==> src/rtl/axi_read_responder.sv <==
// axi_read_responder: AXI4 read-channel slave that streams bursts out of a
// backing memory whose read data arrives exactly one cycle after mem_req.
// One burst is in progress at a time. Illegal requests still get their beats,
// returned as zero data with an SLVERR response and no memory traffic.
module axi_read_responder #(
    parameter int ADDR_W           = 64,
    parameter int FIRST_BEAT_DELAY = 4,
    parameter int MAX_LEN          = 15
) (
    input  logic              clk,
    input  logic              reset,
    input  logic              s_axi_arvalid,
    output logic              s_axi_arready,
    input  logic [ADDR_W-1:0] s_axi_araddr,
    input  logic [7:0]        s_axi_arlen,
    input  logic [2:0]        s_axi_arsize,
    input  logic [1:0]        s_axi_arburst,
    output logic              s_axi_rvalid,
    input  logic              s_axi_rready,
    output logic [63:0]       s_axi_rdata,
    output logic [1:0]        s_axi_rresp,
    output logic              s_axi_rlast,
    output logic              mem_req,
    output logic [ADDR_W-1:0] mem_addr,
    input  logic [63:0]       mem_rdata
);

    localparam int DelayW = (FIRST_BEAT_DELAY > 1) ? $clog2(FIRST_BEAT_DELAY) : 1;

    typedef enum logic [1:0] {IDLE, DELAY, STREAM, DRAIN} state_t;

    state_t            state_q, state_d;
    logic [ADDR_W-1:0] startAddr_q, startAddr_d;
    logic [7:0]        len_q, len_d;
    logic              fixed_q, fixed_d;
    logic              err_q, err_d;
    logic [DelayW-1:0] delay_q, delay_d;
    logic [8:0]        issued_q, issued_d;

    logic              inFlight_q;
    logic [7:0]        pushIdx_q;
    logic [63:0]       fifoData_q [2];
    logic [1:0]        fifoResp_q [2];
    logic [1:0]        fifoLast_q;
    logic              rdPtr_q, wrPtr_q;
    logic [1:0]        occ_q;

    logic              arHs;
    logic              arErr;
    logic              pop;
    logic              issue;
    logic              headLast;
    logic [8:0]        lenPlus1;
    logic [2:0]        creditUsed;

    assign lenPlus1 = {1'b0, len_q} + 9'd1;
    assign arHs     = s_axi_arvalid && (state_q == IDLE);
    assign arErr    = (s_axi_arsize != 3'd3) || s_axi_arburst[1]
                   || (int'(s_axi_arlen) > MAX_LEN) || (s_axi_araddr[2:0] != 3'd0);
    assign pop      = (occ_q != 2'd0) && s_axi_rready;
    assign headLast = fifoLast_q[rdPtr_q];

    // A beat leaving the FIFO this cycle frees its slot for a read issued now,
    // which is what lets a burst stream at one beat per cycle.
    assign creditUsed = {1'b0, occ_q} + {2'b00, inFlight_q} - {2'b00, pop};
    assign issue      = (state_q == STREAM) && (issued_q < lenPlus1) && (creditUsed < 3'd2);

    assign s_axi_arready = (state_q == IDLE);
    assign mem_req       = issue && !err_q;
    assign mem_addr      = !mem_req ? '0
                         : fixed_q  ? startAddr_q
                         :            startAddr_q + ADDR_W'({issued_q, 3'b000});

    assign s_axi_rvalid = (occ_q != 2'd0);
    assign s_axi_rdata  = s_axi_rvalid ? fifoData_q[rdPtr_q] : 64'd0;
    assign s_axi_rresp  = s_axi_rvalid ? fifoResp_q[rdPtr_q] : 2'b00;
    assign s_axi_rlast  = s_axi_rvalid && headLast;

    // Burst control: capture the request, wait out the first-beat delay, issue reads, drain.
    always_comb begin
        state_d     = state_q;
        startAddr_d = startAddr_q;
        len_d       = len_q;
        fixed_d     = fixed_q;
        err_d       = err_q;
        delay_d     = delay_q;
        issued_d    = issue ? issued_q + 9'd1 : issued_q;

        case (state_q)
            IDLE: begin
                if (arHs) begin
                    startAddr_d = s_axi_araddr;
                    len_d       = s_axi_arlen;
                    fixed_d     = (s_axi_arburst == 2'b00);
                    err_d       = arErr;
                    issued_d    = 9'd0;
                    if (FIRST_BEAT_DELAY == 0) begin
                        state_d = STREAM;
                    end else begin
                        state_d = DELAY;
                        delay_d = DelayW'(FIRST_BEAT_DELAY - 1);
                    end
                end
            end
            DELAY: begin
                if (delay_q == '0) begin
                    state_d = STREAM;
                end else begin
                    delay_d = delay_q - 1'b1;
                end
            end
            STREAM: begin
                if (issue && (issued_q + 9'd1 == lenPlus1)) begin
                    state_d = DRAIN;
                end
            end
            DRAIN: begin
                if (pop && headLast) begin
                    state_d = IDLE;
                end
            end
            default: state_d = IDLE;
        endcase
    end

    // Burst control registers.
    always_ff @(posedge clk or negedge reset) begin
        if (!reset) begin
            state_q     <= IDLE;
            startAddr_q <= '0;
            len_q       <= '0;
            fixed_q     <= 1'b0;
            err_q       <= 1'b0;
            delay_q     <= '0;
            issued_q    <= '0;
        end else begin
            state_q     <= state_d;
            startAddr_q <= startAddr_d;
            len_q       <= len_d;
            fixed_q     <= fixed_d;
            err_q       <= err_d;
            delay_q     <= delay_d;
            issued_q    <= issued_d;
        end
    end

    // Two-entry beat FIFO, filled the cycle after each issued read and drained by R handshakes.
    always_ff @(posedge clk or negedge reset) begin
        if (!reset) begin
            inFlight_q    <= 1'b0;
            pushIdx_q     <= '0;
            fifoData_q[0] <= '0;
            fifoData_q[1] <= '0;
            fifoResp_q[0] <= '0;
            fifoResp_q[1] <= '0;
            fifoLast_q    <= '0;
            rdPtr_q       <= 1'b0;
            wrPtr_q       <= 1'b0;
            occ_q         <= '0;
        end else begin
            inFlight_q <= issue;
            if (inFlight_q) begin
                fifoData_q[wrPtr_q] <= err_q ? 64'd0 : mem_rdata;
                fifoResp_q[wrPtr_q] <= err_q ? 2'b10 : 2'b00;
                fifoLast_q[wrPtr_q] <= (pushIdx_q == len_q);
                wrPtr_q             <= ~wrPtr_q;
                pushIdx_q           <= pushIdx_q + 8'd1;
            end
            if (arHs) begin
                pushIdx_q <= '0;
            end
            if (pop) begin
                rdPtr_q <= ~rdPtr_q;
            end
            case ({inFlight_q, pop})
                2'b10:   occ_q <= occ_q + 2'd1;
                2'b01:   occ_q <= occ_q - 2'd1;
                default: occ_q <= occ_q;
            endcase
        end
    end

endmodule

==> config.mk <==
export PLATFORM = sky130hd
export DESIGN_NAME = axi_read_responder
export DESIGN_NICKNAME = d
export VERILOG_FILES = /design/src/rtl/axi_read_responder.sv
export SDC_FILE = /design/constraint.sdc
export NUM_CORES = 1
export LEC_CHECK = 0
export BUFFER_PORTS_ARGS = -buffer_cell sky130_fd_sc_hd__clkbuf_2
export CAP_MARGIN = 25
export CELL_PAD_IN_SITES_DETAIL_PLACEMENT = 2
export CELL_PAD_IN_SITES_GLOBAL_PLACEMENT = 2
export CORE_MARGIN = 1.5
export CORE_UTILIZATION = 30
export CTS_CLUSTER_SIZE = 25
export DETAILED_ROUTE_END_ITERATION = 8
export PLACE_DENSITY_LB_ADDON = 0.12
export SLEW_MARGIN = 20
export SYNTH_ARGS = -nofsm -noshare
export SYNTH_HDL_FRONTEND = slang
export SYNTH_SLANG_ARGS = --single-unit
==> constraint.sdc <==
create_clock -name clk -period 3.1 [get_ports clk]
set_input_delay 0.155 -clock clk [delete_from_list [all_inputs] [get_ports clk]]
set_output_delay 0.155 -clock clk [all_outputs]
set_load 0.02 [all_outputs]
==> impl_metrics.py <==
metrics = {
    "worst_setup_path": {
        "worstPathArrival_ns": 3.80,
        "critPathCaptureType": "output port",
        "crit_start": "occ_q[1]",
        "reg2reg_to": "issued_q[8]",
        "slowest_delay_ns": 0.49,
        "startpoint_type": "flip-flop",
        "setup.worst_path.end": "mem_addr[11]",
        "r2r_cells": 13,
        "ff2ff_setup_slack_ns": 0.13,
        "critical_path_required_ns": 2.94,
        "path_max_fanout": 8,
        "crit_path_frequent_cell": "buf_4",
        "crit_type": "reg2out",
        "slowest_stage": "fa_1",
        "r2r-start": "occ_q[1]",
        "path_cells": "o21ai_2 > inv_2 > ha_4 > nor2_4 > fa_1 > a2111oi_4 > buf_4 > o21ai_4 > or3_4 > buf_6 > inv_8 > buf_12 > nand2_4 > mux2i_2 > buf_4",
    },
    "yosys": {
        "synth_top_area_share_pct": 44.9,
        "synth_nets": 1587,
        "ys_types": 59,
        "synth-seq-cells": 232,
        "yosysMostFrequentCell": "dfrtp_1",
        "ys_seq_area_share_pct": 44.9,
        "synth-edff-count": 0,
        "synth_area_leader_cell": "dfrtp_1",
        "avgSynthCellArea_sq_um": 9.17,
        "syn-cell-area_sq_um": 12900,
        "synthTopCellsByCount": "dfrtp_1, nand2_1, o21ai_0",
        "ys.flop_type": "dfrtp_1",
        "ys.warnings.count": 0,
        "synth_cells": 1412,
        "ys_async_sr_fraction_pct": 100,
        "yosys-top-cells-area": "dfrtp_1, o21ai_0, mux2_2",
    },
    "global_routing": {
        "grt_overflow_total": 0,
        "antenna_found_initial": 4,
        "track_usage_pct": 24.2,
        "grt_pass1_vias": 14300,
        "grt_max_degree": 81,
        "grt_pass1_wl_mm": 84.2,
    },
    "sta": {
        "fin_ws_ns": -0.856,
        "worstMarginPinSlew_ns": 0.846,
        "hold_viol": 0,
        "hold_slack_ns": 0.178,
        "rsz0062_at_grt": "true",
        "drv_slew": 0,
        "setup_viol": 65,
        "fin_skew_ns": 0.0121,
        "post-route-period-util_pct": 128,
        "maxSlewHeadroom_pct": 43.6,
        "fin_crit_ns": 3.96,
        "fmax_ghz": 0.253,
    },
    "routing": {
        "routed_wl_mm": 55.1,
        "route.detailed.wl_per_inst_um": 22.5,
        "num_vias": 12800,
        "drtIter0Drc": 538,
        "vias_per_cell": 5.20,
        "first_pass_iters": 4,
        "drc_errors": 0,
        "ant_nets": 0,
    },
    "place": {
        "post-place-ws_ns": -0.429,
        "place.gp.congestion": 0.805,
        "port_buffers": 277,
        "dp_hpwl_mm": 33.8,
    },
    "clocking": {
        "cts_root_buffer": "clkbuf_16",
        "cts.reportedPaths.clkPinSlew_ns": 0.06,
        "cts_tree": "yes",
        "htree_levels": 1,
        "cts_buffer_depth": 3,
        "clock_latency_ns": 0.58,
        "cts_buffers": 30,
        "clock_sinks": 232,
    },
    "outcome": {
        "violations": "setup timing",
        "status": "finished with violations",
    },
    "layout": {
        "n_fill_cell": 4389,
        "post-route-util_pct": 46.7,
        "syn_to_final_growth_pct": 52.3,
        "fin_nets": 2061,
        "drive_gt1_share_pct": 31.5,
    },
    "die": {
        "die_w_um": 211,
        "rows": 75,
        "die_y_um": 211,
        "start_util_pct": 30.7,
        "core_sq_um": 42200,
        "die-area_sq_um": 44400,
        "ios": 279,
    },
    "pwr": {
        "p_leak_nw": 8.62,
        "p_total_mw": 16.4,
        "irDropWorstVdd_v": 0.000430,
        "power_density_nw_per_um2": 831,
    },
    "worst_hold_path": {
        "hp-class": "in2async",
    },
    "run": {
        "max_cap_violations": 0,
    },
}
-- worst min-delay path by stage --
stage,startpoint,end,slack (ns),cells after the start
global placement,reset,startAddr_q[29],0.21,1
detailed placement,reset,startAddr_q[29],0.22,1
global route,reset,startAddr_q[29],0.21,2
finish,reset,startAddr_q[29],0.18,2
floorplan,reset,delay_q[0],-0.14,0
CTS,s_axi_rready,occ_q[0],0.18,6
-- worst max-delay path: cells and delay by family, from the launching register on --
family | cells | cell delay [ns]
AO/OA/AOI/OAI | 3 | 0.58
flip-flops | 1 | 0.40
multiplexers | 1 | 0.20
AND/OR/NAND/NOR | 3 | 0.49
buffers and inverters | 6 | 0.77
adder cells (fa/ha/maj) | 2 | 0.76
-- flip-flops by register name, indices dropped and copies added, names as in the netlist, 2 cells and up --
register / cells
len_q: 8
occ_q: 2
issued_q: 9
startAddr_q: 64
pushIdx_q: 8
state_q: 2
fifoResp_q: 2
delay_q: 2
fifoLast_q: 2
fifoData_q: 128
-- through the flow --
step | instances | TNS (ns) | area (sq um)
2_1_floorplan | 1412 | 0 | 13600
3_3_place_gp | 2236 | -15.41 | 16200
3_5_place_dp | 2236 | -22.54 | 16200
4_1_cts | 2444 | -51.54 | 19500
5_1_grt | 2451 | -54.50 | 19700
6_report | 2453 | -45.92 | 19700
-- what timing repair did --
| item | 4_1_cts | 5_1_grt |
|---|---|---|
| setup buffers | 14 | 9 |
| pin swaps | 20 | 15 |
| setup endpoints to repair | 67 | 77 |
| resized for setup | 159 | 89 |
| hold buffers | 143 | 0 |
| endpoints found under the hold margin | 276 | 0 |
| cloned | 2 | 0 |
-- kinds of logic after synthesis --
group	share of synthesized area [%]
DFF	44.9
buffers and inverters	3.51
adders and majority gates	3.02
xor gates and xnor gates	2.91
other	0.0290
muxes	11.6
AOI/OAI and AO/OA	13.2
and+or+nand+nor	20.9
-- cell usage in the layout (no fill, tap or decap), types with 6 or more instances in the layout --
cell,synthesis,routed
dfrtp_1,232,230
clkbuf_2,0,211
nand2_1,184,180
o21ai_0,175,172
dlygate4sd3_1,0,143
nor2_1,117,110
buf_4,2,92
mux2i_1,72,71
mux2_2,69,69
nand2b_1,68,67
buf_8,0,59
a21oi_4,0,49
clkbuf_16,0,30
or3_1,30,29
nand3_1,28,28
xnor2_1,27,27
or4_1,28,27
ha_1,28,27
o31ai_1,25,25
inv_1,24,22
nand4_1,21,21
buf_12,0,20
a21oi_1,66,17
xor2_1,16,16
clkbuf_8,0,16
nor3_1,13,11
nor4_1,13,9
o21a_1,8,8
nor2_4,0,7
a21o_1,7,7
clkbuf_1,84,7
buf_6,1,6
-- final cells by class --
| cell class | instances | area [sq um] | share of cell area, % |
|---|---|---|---|
| multi-input cells | 1063 | 7510 | 38.1 |
| well taps | 539 | 674 | 3.42 |
| diodes | 5 | 12.5 | 0.0635 |
| inverters | 25 | 101 | 0.514 |
| repair buffers | 534 | 4590 | 23.3 |
| flip-flops and latches | 232 | 5810 | 29.5 |
| clock inverters | 4 | 45.0 | 0.229 |
| clock buffers | 51 | 970 | 4.92 |
-- report_power, final --
group | switching [mW] | internal, mW | total (mW)
Clock | 1.43 | 2.11 | 3.54
Combinational | 4.46 | 2.96 | 7.42
Sequential | 1.14 | 4.28 | 5.42
Total | 7.03 | 9.35 | 16.4
-- per-layer routing --
metal  track usage, %  share of wire, %  wire [um]
met1             29.1                41      22800
met2             44.4                53      29000
met3             3.35               3.0       1650
met4             7.98               3.0       1660
met5                0                 0          0
(Power assumes the default switching activity.)
